===== config.mk =====
export PLATFORM = sky130hd
export DESIGN_NAME = instr_exec_unit
export DESIGN_NICKNAME = d
export VERILOG_FILES = /design/src/rtl/instr_exec_unit.sv
export SDC_FILE = /design/constraint.sdc
export NUM_CORES = 2
export LEC_CHECK = 0
export ABC_AREA = 0
export ABC_CLOCK_PERIOD_IN_PS = 8800
export CAP_MARGIN = 20
export CORE_MARGIN = 2
export CORE_UTILIZATION = 55
export CTS_CLUSTER_DIAMETER = 120
export CTS_CLUSTER_SIZE = 14
export DETAILED_ROUTE_END_ITERATION = 6
export DONT_BUFFER_PORTS = 1
export PLACE_DENSITY_LB_ADDON = 0.08
export SETUP_SLACK_MARGIN = 0.4
export SYNTH_ARGS = -nofsm -noshare
export SYNTH_HDL_FRONTEND = slang
export SYNTH_SLANG_ARGS = --single-unit

===== constraint.sdc =====
create_clock -name clk -period 8.8 [get_ports clk]
set_input_delay 1.76 -clock clk [delete_from_list [all_inputs] [get_ports clk]]
set_output_delay 1.76 -clock clk [all_outputs]
set_load 0.03 [all_outputs]

===== src/rtl/instr_exec_unit.sv =====
// Execution stage: one-cycle ALU ops plus an iterative restoring divider for DIV/MOD.
// Results are returned tagged with the source address over a valid/ready output.
//
// state    | meaning
// ---------+------------------------------------------------------------
// S_IDLE   | no instruction in flight, ready to accept
// S_DIVIDE | restoring divide in progress, RADIX_BITS quotient bits/cycle
// S_DONE   | result held on out_* until the consumer takes it
module instr_exec_unit #(
  parameter int RADIX_BITS = 1
) (
  input  logic        clk,
  input  logic        reset_n,
  input  logic        in_valid,
  output logic        in_ready,
  input  logic [3:0]  in_opc,
  input  logic [31:0] in_op_a,
  input  logic [31:0] in_op_b,
  input  logic [4:0]  in_addr,
  output logic        out_valid,
  input  logic        out_ready,
  output logic [63:0] out_rez,
  output logic [4:0]  out_addr,
  output logic        out_div_zero,
  output logic        out_illegal,
  output logic        busy
);

  localparam logic [3:0] OPC_ZERO  = 4'd0;
  localparam logic [3:0] OPC_PASSA = 4'd1;
  localparam logic [3:0] OPC_PASSB = 4'd2;
  localparam logic [3:0] OPC_ADD   = 4'd3;
  localparam logic [3:0] OPC_SUB   = 4'd4;
  localparam logic [3:0] OPC_MULT  = 4'd5;
  localparam logic [3:0] OPC_DIV   = 4'd6;
  localparam logic [3:0] OPC_MOD   = 4'd7;

  localparam int         K        = 32 / RADIX_BITS;
  localparam logic [4:0] LAST_CNT = 5'(K - 1);

  typedef enum logic [1:0] {S_IDLE, S_DIVIDE, S_DONE} state_t;

  state_t      r_state;
  logic        r_out_valid;
  logic [63:0] r_out_rez;
  logic [4:0]  r_out_addr;
  logic        r_div_zero;
  logic        r_illegal;
  logic [31:0] r_rem;
  logic [31:0] r_quo;
  logic [31:0] r_dvs;
  logic [4:0]  r_cnt;
  logic        r_neg_q;
  logic        r_neg_r;
  logic        r_is_mod;

  logic               w_accept;
  logic               w_is_div;
  logic               w_div_zero;
  logic               w_illegal;
  logic signed [63:0] w_a64;
  logic signed [63:0] w_b64;
  logic [63:0]        w_alu_rez;
  logic [31:0]        w_mag_a;
  logic [31:0]        w_mag_b;
  logic [32:0]        w_rem_nx;
  logic [31:0]        w_quo_nx;
  logic [63:0]        w_q64;
  logic [63:0]        w_r64;
  logic [63:0]        w_rez_q;
  logic [63:0]        w_rez_r;

  assign in_ready     = reset_n && ((r_state == S_IDLE) || ((r_state == S_DONE) && out_ready));
  assign w_accept     = in_valid && in_ready;
  assign out_valid    = r_out_valid;
  assign out_rez      = r_out_rez;
  assign out_addr     = r_out_addr;
  assign out_div_zero = r_div_zero;
  assign out_illegal  = r_illegal;
  assign busy         = (r_state != S_IDLE);

  assign w_a64      = {{32{in_op_a[31]}}, in_op_a};
  assign w_b64      = {{32{in_op_b[31]}}, in_op_b};
  assign w_is_div   = (in_opc == OPC_DIV) || (in_opc == OPC_MOD);
  assign w_div_zero = w_is_div && (in_op_b == 32'd0);

  // Magnitudes as unsigned: -2^31 maps to 32'h8000_0000, which still fits.
  assign w_mag_a = in_op_a[31] ? (~in_op_a + 32'd1) : in_op_a;
  assign w_mag_b = in_op_b[31] ? (~in_op_b + 32'd1) : in_op_b;

  always_comb begin
    w_alu_rez = '0;
    w_illegal = 1'b0;
    case (in_opc)
      OPC_ZERO:  w_alu_rez = '0;
      OPC_PASSA: w_alu_rez = w_a64;
      OPC_PASSB: w_alu_rez = w_b64;
      OPC_ADD:   w_alu_rez = w_a64 + w_b64;
      OPC_SUB:   w_alu_rez = w_a64 - w_b64;
      OPC_MULT:  w_alu_rez = w_a64 * w_b64;
      OPC_DIV:   w_alu_rez = '0;
      OPC_MOD:   w_alu_rez = '0;
      default:   w_illegal = 1'b1;
    endcase
  end

  // RADIX_BITS restoring steps unrolled per cycle; dividend shifts out of r_quo.
  always_comb begin
    w_rem_nx = {1'b0, r_rem};
    w_quo_nx = r_quo;
    for (int i = 0; i < RADIX_BITS; i++) begin
      w_rem_nx = {w_rem_nx[31:0], w_quo_nx[31]};
      w_quo_nx = {w_quo_nx[30:0], 1'b0};
      if (w_rem_nx >= {1'b0, r_dvs}) begin
        w_rem_nx    = w_rem_nx - {1'b0, r_dvs};
        w_quo_nx[0] = 1'b1;
      end
    end
  end

  assign w_q64   = {32'd0, w_quo_nx};
  assign w_r64   = {32'd0, w_rem_nx[31:0]};
  assign w_rez_q = r_neg_q ? (~w_q64 + 64'd1) : w_q64;
  assign w_rez_r = r_neg_r ? (~w_r64 + 64'd1) : w_r64;

  always_ff @(posedge clk or negedge reset_n) begin
    if (!reset_n) begin
      r_state     <= S_IDLE;
      r_out_valid <= 1'b0;
      r_out_rez   <= '0;
      r_out_addr  <= '0;
      r_div_zero  <= 1'b0;
      r_illegal   <= 1'b0;
      r_rem       <= '0;
      r_quo       <= '0;
      r_dvs       <= '0;
      r_cnt       <= '0;
      r_neg_q     <= 1'b0;
      r_neg_r     <= 1'b0;
      r_is_mod    <= 1'b0;
    end else if (w_accept) begin
      r_out_addr <= in_addr;
      r_div_zero <= w_div_zero;
      r_illegal  <= w_illegal;
      if (w_is_div && !w_div_zero) begin
        r_state     <= S_DIVIDE;
        r_out_valid <= 1'b0;
        r_rem       <= '0;
        r_quo       <= w_mag_a;
        r_dvs       <= w_mag_b;
        r_cnt       <= '0;
        r_neg_q     <= in_op_a[31] ^ in_op_b[31];
        r_neg_r     <= in_op_a[31];
        r_is_mod    <= (in_opc == OPC_MOD);
      end else begin
        r_state     <= S_DONE;
        r_out_valid <= 1'b1;
        r_out_rez   <= w_alu_rez;
      end
    end else begin
      case (r_state)
        S_DIVIDE: begin
          r_rem <= w_rem_nx[31:0];
          r_quo <= w_quo_nx;
          r_cnt <= r_cnt + 5'd1;
          if (r_cnt == LAST_CNT) begin
            r_state     <= S_DONE;
            r_out_valid <= 1'b1;
            r_out_rez   <= r_is_mod ? w_rez_r : w_rez_q;
          end
        end
        S_DONE: begin
          if (out_ready) begin
            r_state     <= S_IDLE;
            r_out_valid <= 1'b0;
          end
        end
        default: ;
      endcase
    end
  end

endmodule


# --- After elaboration in Yosys (flattened, before gate mapping) ---
# Cells that the tools add are included.
word_totals:
  reg_bits: 178
  latch_bits: 0
  ramBits: 0
  rom_bits: 0
  input_bits: 77
  output_inout_bits: 74
  wordCells: 94
  n_memories: 0
op_classes:
  n_addsub: 8
  n_mul: 1
  div: 0
  order_cmp: 1
  n_eq_ne: 14
  shift: 0
  n_mux: 32
  n_bitwise: 5
  n_reduce_logical: 20
ops:
  columns: ["op", "n"]
  rows:
  - ["$mux W64", 7]
  - ["$pmux W64 S5", 1]
  - ["$mux W32", 9]
  - ["$add A64 B1 Y64 const B", 2]
  - ["$not A32 Y64", 2]
  - ["$add A32 B1 Y32 const B", 2]
  - ["$mul A32 B32 Y64", 1]
  - ["$not A32 Y32", 2]
  - ["$add A32 B32 Y33", 1]
  - ["$ge A33 B32 Y1", 1]
  - ["$sub A32 B32 Y33", 1]
  - ["$logic_not A32 Y1", 1]
  - ["$sub A32 B32 Y32", 1]
  - ["$eq A4 B3 Y1 const B", 4]
  - ["$mux W5", 3]
  - ["$eq A4 B2 Y1 const B", 2]
  - ["$mux W2", 4]
  - ["$reduce_or A8 Y1", 1]
  - ["$mux W1", 6]
  - ["$ne A3 B3 Y1 const B", 2]
  - ["$reduce_and A3 Y1", 2]
  - ["$reduce_bool A2 Y1", 3]
  - ["$add A5 B1 Y5 const B", 1]
  - ["$eq A5 B5 Y1 const B", 1]
  - ["other kinds (15)", 21]

# --- Longest topological paths before layout ---
logic_depth:
  ltp_word: 9
  ltp_mapped: 32

# --- Worst setup path after synthesis ---
# Ideal clock, no wire load.
synth_timing:
  path_type: "input -> register"
  start: "input port in_op_a[31]"
  end: "register r_out_rez[62], in the netlist out_rez[62]"
  setup_ns: 0.126
  arrival_time_ns: 10.005
  setup_slack_ns: -1.331
  path_stages: 29
  n_path_buf: 5
  cell_sequence: "clkbuf_1 > clkbuf_1 > clkbuf_1 > buf_1 > nand2_1 > inv_1 > fa_1 > inv_1 > fa_1 > inv_1 > fa_1 > fa_1 > fa_1 > fa_1 > fa_1 > fa_1 > ha_1 > clkbuf_1 > a21o_1 > a2111oi_0 > nor3_1 > or4_1 > a211oi_1 > or4b_2 > nand2_1 > a31o_2 > a221oi_1 > nor3_1 > o32a_1"
synth_via:
  elab_chain_len: 4
synth_rtl:
  columns: ["element", "line_no", "rtl"]
  rows:
  - ["from (decl)", "17", "input logic [31:0] in_op_a,"]
  - ["$mul A32 B32 Y64, or another cell as far along", "100", "OPC_MULT: w_alu_rez = w_a64 * w_b64;"]
  - ["$pmux W64 S5 *", "94", "case (in_opc)"]
  - ["$mux W64 *", "145", "if (w_is_div && !w_div_zero) begin"]
  - ["$mux W64 *", "141", "end else if (w_accept) begin"]
  - ["to (signal assigned)", "158", "r_out_rez <= w_alu_rez;"]
  - ["to (signal assigned)", "169", "r_out_rez <= r_is_mod ? w_rez_r : w_rez_q;"]
  - ["to (decl)", "45", "logic [63:0] r_out_rez;"]
# Mark *: on every way between the ends. The rest lies on a longest branch, timed or not. The select of a mux whose other input is x is not followed.
# A chain may end at the register's enable or synchronous reset.

# --- Worst setup path after layout ---
# Same ends and word-level chain as after synthesis.

==> flow_summary.json <==
{
  "antenna_found_initial": 7,
  "ys_seq_area_frac": 0.0838,
  "place.gp.congestion": 0.959,
  "critical_path.max_fanout": 53,
  "clock_skew_ps": 17.4,
  "crit_path_frequent_cell": "fa_1",
  "violations": "design-rule violations",
  "synth_area_sq_mm": 0.0529,
  "start_util": 0.556,
  "relSlewSlack": 0.188,
  "nNetsFinal": 7511,
  "synth_fa_ha_area_frac": 0.479,
  "grtUsageTotal": 0.375,
  "finalNonFillerCells": 7338,
  "synthArstFlopShare": 1.00,
  "synth_edf_count": 0,
  "grt.overflow.total": 0,
  "io_buffers": 0,
  "cpPeakStageDelay_ps": 600,
  "postSynthCellCount": 6100,
  "drive_gt1_frac": 0.111,
  "path_clk_slew_ps": 70,
  "die-area_sq_mm": 0.0986,
  "ios": 151,
  "worst_pin_slew_ps": 1220,
  "synth_top_family_by_area": "adder cells",
  "ant_nets": 0,
  "cts_buffers": 17,
  "grt_pass1_wl_um": 280000,
  "dr.first_iter.drc_count": 4157,
  "synth-compound-area-share": 0.123,
  "cts_tree": "built",
  "rsz0062_at_grt": "yes",
  "vias_per_cell": 5.96,
  "fillerInstances": 8469,
  "yosysMostFrequentCell": "fa_1",
  "r2r_slack_ps": 2130,
  "wl_per_cell_um": 24.4,
  "firstDrtPassIters": 7,
  "min_period_over_period": 0.990,
  "core_area_sq_mm": 0.0952,
  "syn_avg_cell_area_sq_um": 8.67,
  "multi_input_area_sq_mm": 0.0444,
  "drv_slew": 0,
  "synth.top_cell.area_share": 0.411,
  "drt_wl_total_um": 179000,
  "antennaDiodeCount": 0,
  "fmax_mhz": 115,
  "crit_slowest_cell": "or4_4",
  "dpl.hpwl_um": 134000,
  "cp.buffers_inverters": 5,
  "synth_flop_cell": "dfrtp_1",
  "cp.arrival_ps": 9070,
  "cts_buffer_depth": 2,
  "syn2layout_area_growth_pct": 9.28,
  "crit_family": "adder cells",
  "die_x_um": 314,
  "grt_pass1_vias": 45996,
  "rows": 113,
  "hold_viol": 0,
  "drc": 2,
  "cp.required_ps": 9150,
  "syn_nets": 7551,
  "synth_area_leaders": "fa_1, dfrtp_1, inv_1",
  "grt_max_degree": 179,
  "ys_top_cells_by_count": "fa_1, inv_1, nand2_1",
  "placed_cells_incl_taps": 7279,
  "cap_viol_max_count": 0,
  "clock-sinks": 177,
  "yosysTopAreaCell": "fa_1",
  "synth-seq-cells": 177,
  "status": "complete, but fails checks",
  "min_path_type": "reg2reg",
  "hold_buffers": 0,
  "vias": 43758,
  "synthMuxAreaShare": 0.00630,
  "min_period_ps": 8720,
  "cp-end-kind": "register",
  "synth_cell_types": 96,
  "seq_area_sq_mm": 0.00443,
  "yosys_warnings": 0,
  "die_h_um": 314,
  "crit_path_start_kind": "input pin",
  "synth_xor_xnor_area_share": 0.0333,
  "worstSetupPathType": "in2reg",
  "yosys.area_share.simple": 0.168,
  "ctsRootBufferMaster": "clkbuf_16",
  "htree_levels": 4,
  "setup_viol_count_final": 0,
  "clk_latency_ps": 470
}
## registers in the layout, indices dropped and copies added (netlist names)
| signal | count |
|---|---|
| r_is_mod | 1 |
| r_dvs | 32 |
| out_illegal | 1 |
| r_state | 2 |
| r_rem | 32 |
| r_cnt | 5 |
| out_div_zero | 1 |
| out_rez | 64 |
| r_neg_q | 1 |
| r_quo | 32 |
| r_neg_r | 1 |
| out_addr | 5 |
## metrics by stage
| step | setup TNS [ps] | instance area [sq um] | setup WS [ps] | hold slack (ps) | util |
|---|---|---|---|---|---|
| 2_1_floorplan | -1800 | 53700 | -399 | 450 | - |
| 5_1_grt | -101 | 57800 | -89.9 | 532 | 0.607 |
| 4_1_cts | 0 | 56700 | 201 | 493 | 0.596 |
| 3_5_place_dp | -6370 | 55700 | -653 | 474 | 0.585 |
| 3_3_place_gp | -5820 | 55700 | -587 | 467 | 0.585 |
| 6_report | 0 | 57800 | 83.9 | 493 | 0.607 |
## worst min-delay path: stages (launching register included)
cell	delay, ps
dfrtp_1	350
nand2_1	50
o21ai_0	60
## layer usage
metal / global-route usage / vias to the layer above / part of all wire
met5: 0 / - / 0.000073
met4: 0.144 / 2 / 0.046
met3: 0.0570 / 361 / 0.083
met2: 0.592 / 1901 / 0.46
met1: 0.525 / 22446 / 0.41
li1: - / 19048 / -
## what timing repair did
| item | in CTS | in global routing |
|---|---|---|
| cloned | 0 | 0 |
| pin swaps | 41 | 156 |
| gates resized for setup | 73 | 235 |
| endpoints found under the setup margin | 20 | 40 |
| setup buffers | 8 | 19 |
## area by class of cell
class,instances,area share
clock buffer,18,0.00743
clock inverter,14,0.00295
inverter,1082,0.0709
multi-input combinational,4449,0.768
sequential,177,0.0767
tap,1265,0.0274
timing repair buffer,333,0.0465
## placed cells by master, fill, tap and decap left out, types with 17 or more instances in the layout
cell          n
clkbuf_16    17
o21ai_0     253
buf_4       295
or3_1        30
o22ai_1      21
inv_1      1041
nand3_1      82
and2_1      461
a21oi_1     208
and3_1       17
buf_6        32
mux2i_1      31
inv_2        35
o21a_1       21
o21bai_1     24
a211oi_1     19
a222oi_1     28
a31oi_1      20
nand2_1     717
nand2b_1     34
nor3_1       38
xor2_1       74
nor2_1      283
fa_1       1050
ha_1        256
a21o_1       67
xnor2_1     116
fa_2         35
ha_4         29
o21ai_1      20
nor4_1       22
dfrtp_1     177
a21oi_2      32
a221o_1      29
o31ai_1      38
nand4_1      20
## cells by family after synthesis
logic type,after synthesis
AO/OA/AOI/OAI,998
XOR/XNOR,201
adder cells (fa/ha/maj),1374
buffers and inverters,1474
flip-flops,177
multiplexers,33
AND/OR/NAND/NOR,1843
## path summary, 6_finish.rpt
| kind | endpoint | depth (start not counted) | from |
|---|---|---|---|
| setup / recovery | out_rez[62] | 27 | in_op_a[31] |
| max in group asynchronous | out_rez[52] | 0 | reset_n |
| hold / removal | r_dvs[25] | 2 | r_dvs[25] |
| min in group asynchronous | r_rem[14] | 0 | reset_n |
| setup reg to reg | out_rez[54] | 17 | r_rem[13] |
| hold reg to reg | r_dvs[25] | 2 | r_dvs[25] |
Power is left out: the tool's default activity adds up to more than one toggle a clock period on the data nets, which glitch-free logic cannot reach.
